### config.mk
export PLATFORM = sky130hd
export DESIGN_NAME = ftoq
export DESIGN_NICKNAME = d
export VERILOG_FILES = /design/src/rtl/ftoq.sv
export SDC_FILE = /design/constraint.sdc
export NUM_CORES = 1
export LEC_CHECK = 0
export ABC_CLOCK_PERIOD_IN_PS = 4100
export BUFFER_PORTS_ARGS = -buffer_cell sky130_fd_sc_hd__buf_2
export CORE_MARGIN = 4
export CORE_UTILIZATION = 55
export DETAILED_ROUTE_END_ITERATION = 10
export PLACE_DENSITY = 0.78
export SLEW_MARGIN = 20
export SYNTH_ARGS = -nofsm -noshare
export SYNTH_HDL_FRONTEND = slang
export SYNTH_SLANG_ARGS = --single-unit
### constraint.sdc
create_clock -name clk -period 4.1 [get_ports clk]
set_input_delay 0.41 -clock clk [delete_from_list [all_inputs] [get_ports clk]]
set_output_delay 0.41 -clock clk [all_outputs]
set_load 0.01 [all_outputs]
### src/rtl/ftoq.sv
// ftoq: IEEE-754 float32 -> signed Q1.15 (generally Q(16-FRAC_BITS).FRAC_BITS)
// converter. It is the return path from float compute back into the
// fixed-point datapath: result = round(f * 2^FRAC_BITS), clamped to int16.
//
// Three pipeline stages behind one global enable (valid/ready backpressure):
//   1 unpack/classify   2 align (shift, guard, sticky)   3 round/saturate/sign
//
// Ports:
//   clk        rising-edge clock
//   rst_n      synchronous reset, ACTIVE-HIGH (legacy name), clears valids/outputs
//   data_in    float32 {sign, exp[7:0], mant[22:0]}, with valid_in / ready_out
//   data_out   signed 16-bit result, with valid_out / ready_in
//   sat_flag   result was clamped (qualified by valid_out)
//   nan_flag   input was NaN, result forced to 0 (qualified by valid_out)
module ftoq #(
  parameter int FRAC_BITS  = 15,
  parameter int ROUND_MODE = 1   // 0 = truncate toward zero, 1 = nearest-even
) (
  input  logic        clk,
  input  logic        rst_n,
  input  logic [31:0] data_in,
  input  logic        valid_in,
  output logic        ready_out,
  output logic [15:0] data_out,
  output logic        valid_out,
  input  logic        ready_in,
  output logic        sat_flag,
  output logic        nan_flag
);

  // Right-shift that turns the 24-bit significand into an integer scaled by
  // 2^FRAC_BITS: r = R_BIAS - exp.
  localparam int R_BIAS = 127 + 23 - FRAC_BITS;

  typedef struct packed {
    logic        sign;
    logic        nan;
    logic        inf;
    logic        zero;     // zero or denormal, flushed without a flag
    logic [9:0]  rsh;      // two's complement shift amount
    logic [23:0] sig;
  } s1_t;

  typedef struct packed {
    logic        sign;
    logic        nan;
    logic        inf;
    logic        ovf;      // magnitude already out of int16 range
    logic [24:0] mag;      // 25 bits so the rounding carry survives
    logic        guard;
    logic        sticky;
  } s2_t;

  logic        en;
  logic [3:1]  vld_pipe_q, vld_pipe_d;
  s1_t         s1_q, s1_d;
  s2_t         s2_q, s2_d;
  logic [15:0] data_q, data_d;
  logic        sat_q, sat_d;
  logic        nan_q, nan_d;

  // Whole pipe freezes only when the output holds an untaken result.
  assign en        = ~(vld_pipe_q[3] & ~ready_in);
  assign ready_out = en;
  assign valid_out = vld_pipe_q[3];
  assign data_out  = data_q;
  assign sat_flag  = sat_q;
  assign nan_flag  = nan_q;

  // Accept happens exactly when en is high, so valid_in feeds the shift directly.
  always_comb begin
    vld_pipe_d = vld_pipe_q;
    if (en) vld_pipe_d = {vld_pipe_q[2:1], valid_in};
  end

  // Stage 1: unpack and classify.
  always_comb begin
    s1_d = s1_q;
    if (en) begin
      s1_d.sign = data_in[31];
      s1_d.nan  = (data_in[30:23] == 8'hFF) && (data_in[22:0] != '0);
      s1_d.inf  = (data_in[30:23] == 8'hFF) && (data_in[22:0] == '0);
      s1_d.zero = (data_in[30:23] == 8'h00);
      s1_d.rsh  = 10'(R_BIAS - int'(data_in[30:23]));
      s1_d.sig  = {1'b1, data_in[22:0]};
    end
  end

  // Stage 2: align. The significand is placed above 24 zero bits so one shift
  // yields integer part (top half), guard (bit 23) and sticky (bits 22:0).
  logic        s1_normal;
  logic        s1_in_range;
  logic [47:0] s1_ext;

  always_comb begin
    s2_d        = s2_q;
    s1_normal   = ~(s1_q.nan | s1_q.inf | s1_q.zero);
    s1_in_range = ~s1_q.rsh[9] && (s1_q.rsh != '0) && (s1_q.rsh < 10'd26);
    s1_ext      = {s1_q.sig, 24'd0} >> s1_q.rsh[5:0];
    if (en) begin
      s2_d.sign   = s1_q.sign;
      s2_d.nan    = s1_q.nan;
      s2_d.inf    = s1_q.inf;
      s2_d.ovf    = s1_normal && (s1_q.rsh[9] || (s1_q.rsh == '0));
      s2_d.mag    = '0;
      s2_d.guard  = 1'b0;
      s2_d.sticky = 1'b0;
      if (s1_normal && s1_in_range) begin
        s2_d.mag    = {1'b0, s1_ext[47:24]};
        s2_d.guard  = s1_ext[23];
        s2_d.sticky = |s1_ext[22:0];
      end
    end
  end

  // Stage 3: round, saturate, apply sign.
  logic        inc;
  logic [24:0] mag_r;

  always_comb begin
    data_d = data_q;
    sat_d  = sat_q;
    nan_d  = nan_q;
    inc    = (ROUND_MODE != 0) && s2_q.guard && (s2_q.sticky || s2_q.mag[0]);
    mag_r  = s2_q.mag + 25'(inc);
    if (en) begin
      data_d = 16'h0000;
      sat_d  = 1'b0;
      nan_d  = 1'b0;
      if (s2_q.nan) begin
        nan_d = 1'b1;
      end else if (s2_q.sign) begin
        // -32768 is representable, so only beyond it is a clamp.
        if (s2_q.inf || s2_q.ovf || (mag_r > 25'd32768)) begin
          data_d = 16'h8000;
          sat_d  = 1'b1;
        end else if (mag_r == 25'd32768) begin
          data_d = 16'h8000;
        end else begin
          data_d = -mag_r[15:0];   // -0 naturally becomes 0x0000
        end
      end else begin
        if (s2_q.inf || s2_q.ovf || (mag_r > 25'd32767)) begin
          data_d = 16'h7FFF;
          sat_d  = 1'b1;
        end else begin
          data_d = mag_r[15:0];
        end
      end
    end
  end

  always_ff @(posedge clk) begin
    if (rst_n) begin
      vld_pipe_q <= '0;
      s1_q       <= '0;
      s2_q       <= '0;
      data_q     <= '0;
      sat_q      <= 1'b0;
      nan_q      <= 1'b0;
    end else begin
      vld_pipe_q <= vld_pipe_d;
      s1_q       <= s1_d;
      s2_q       <= s2_d;
      data_q     <= data_d;
      sat_q      <= sat_d;
      nan_q      <= nan_d;
    end
  end

endmodule

==> results.cfg <==
[outcome]
status = finished, final reports clean

[min_path]
hold_path.class = input port to flip-flop

[logic_synthesis]
synth_cell_types = 71
post-synth-top-count-cell = nand2_1
synth-seq-cells = 88
yosys-top-cells-area = dfxtp_1 (27%), mux4_2 (9.1%), nand2_1 (7.5%)
syn-cell-area_mm2 = 0.00641
synth.net_count = 838
ys.warnings.count = 0
synth_top_area_cell = dfxtp_1
synthTopCellsByCount = nand2_1 (128), dfxtp_1 (88), nor2_1 (56)
async_reset_ff_share_pct = 0
synth_top_area_share_pct = 27.5
avgSynthCellArea_um2 = 8.05
synth_edf_count = 0
synth_flop_cell = dfxtp_1
syn_inst = 796
seq_area_frac_synth_pct = 27.5

[drt]
drt_iter0_drc = 772
antenna_left = 0
dr.pass1.iters = 6
post_drt_via_cell_ratio = 6.59
post-route-drc-count = 0
wire_per_inst_um = 19.2
wl_um = 18300
via_count = 6279

[timing]
setup_viol = 0
timing.hold.ws_ns = 0.265
worstMarginPinSlew_ns = 0.835
max_freq_mhz = 277
drv_slew = 0
relSlewSlack_pct = 44.3
timing.final.ws_setup_ns = 0.490
rsz0062_at_grt = false
hold_violations = 0
skew_ns = 0.00727
period_minus_slack_ns = 3.61
fin_crit_sh_pct = 88.0
finalSetupTns_ns = 0

[finish]
drive_gt1_share_pct = 16.7
final_nets = 847
final_util_pct = 60.8
syn_to_final_growth_pct = 8.30
n_antenna_cell = 0

[place]
io_buffers = 55
gp_congestion = 0.968
place_ws_ns = 0.601
hpwlAfterDp_um = 13600

[cts]
htreeDepth = 3
cts_root_buf = clkbuf_16
cts-buffers-inserted = 9
ctsHoldBuffers = 0
postCtsSetupBuffers = 0
cts_tree = done
clock_sinks = 88
cts_buffer_depth = 2
clk_pin_slew_ns = 0.06
post_cts_resize_count = 0
clkLatencyLatePin_ns = 0.34

[pwr]
p_leak_uw = 0.00266
power.density_mw_per_mm2 = 336
finalPower_uw = 2330
ir_drop_uv = 274

[global_route]
grt_start_max_net_pins = 71
antenna_found_initial = 0
grt_overflow = 0
grt_pass1_vias = 5668
grt_pass1_wl_um = 29500
grt_usage_pct = 27.3

[floorplanning]
initial_utilization_pct = 56.1
rows = 39
ios = 56
core_area_mm2 = 0.0114
die_width_um = 116
die_h_um = 116
die_area_mm2 = 0.0134

[worst_setup_path]
critPathArrivalTime_ns = 3.83
crit_path_end_kind = flip-flop
worstSetupPathType = flip-flop to flip-flop
crit_required_ns = 4.32
startpoint_type = flip-flop
cp_max_fo = 21

[job]
timing.max_cap.violations = 0
## routing by layer
| metal | vias up | track usage, % | part of all wire, % |
|---|---|---|---|
| met2 | 279 | 42.5 | 47 |
| met3 | 26 | 4.80 | 7.7 |
| met1 | 2973 | 38.8 | 44 |
| li1 | 3001 | - | - |
| met5 | - | 0 | 0 |
| met4 | 0 | 8.43 | 1.8 |
## stage by stage
stage,cell area [µm²],std cells
2_1_floorplan,6410,796
3_3_place_gp,6660,937
3_5_place_dp,6670,937
4_1_cts,6940,953
5_1_grt,6940,953
6_report,6940,953
## cell usage in the layout (no fill, tap or decap), types with 4 or more instances in the layout
cell type,instances
nand2_1,128
dfxtp_1,87
nor2_1,55
a21oi_1,55
buf_2,55
o21ai_0,33
mux2i_1,29
mux4_2,26
a22oi_1,23
nor4_1,22
nor3_1,18
mux2_2,17
nand3_1,17
inv_1,15
nand4_1,13
o31ai_1,13
buf_4,11
xor2_1,10
xnor2_1,10
nor2b_1,9
or3_1,9
clkbuf_16,9
o22ai_1,8
and4_1,8
a211oi_1,8
nand2b_1,7
o41ai_1,7
or4_1,7
o21a_1,6
a31oi_1,6
and3_1,6
and2_1,6
ha_1,6
o211ai_1,5
a32oi_1,4
## kinds of logic after synthesis
logic type	count (synthesis)	share of synthesized area, %
muxes	72	16.7
adders and majority gates	7	1.33
buffers and inverters	86	5.60
AOI/OAI and AO/OA	201	21.2
and+or+nand+nor	322	25.0
DFF	88	27.5
xor gates and xnor gates	20	2.73
## area by class of cell
type	instances	area, µm²
fill	1053	4480
clock buffer	11	243
sequential	88	1760
inverter	18	67.6
tap	143	179
clock inverter	5	32.5
timing repair buffer	66	358
multi-input combinational	622	4300
## critical path, cell delays in order (launching register included)
cell and delay (ns):
dfxtp_1 0.39, o21a_1 0.17, ha_1 0.16, ha_1 0.35, and2_0 0.40, nand4_1 0.25, o21ai_0 0.25, o211ai_1 0.12
a211o_1 0.57, o21a_1 0.41, o41ai_1 0.41
## worst paths after layout
kind / startpoint / to / slack, ns / depth (start not counted)
max: s2_q[2]$_SDFFE_PP0N_ / data_out[14]$_SDFFE_PP0N_ / 0.49 / 10
max reg2reg: s2_q[2]$_SDFFE_PP0N_ / data_out[14]$_SDFFE_PP0N_ / 0.49 / 10
min: data_in[23] / s1_q[24]$_SDFFE_PP0N_ / 0.27 / 2
min reg2reg: data_out[15]$_SDFFE_PP0N_ / data_out[15]$_SDFFE_PP0N_ / 0.45 / 2
## flip-flops by register name (all words and copies together), names as in the netlist
signal      count
data_out       16
nan_flag        1
s1_q           37
s2_q           30
sat_flag        1
vld_pipe_q      3
## where the power goes
group          leakage [µW]  switching, µW  internal (µW)
Combinational       0.00181            319            250
Clock              0.000128            341            425
Sequential         0.000724           80.2            913
Total               0.00266            741           1590
Power figures use the tool's default switching activity.
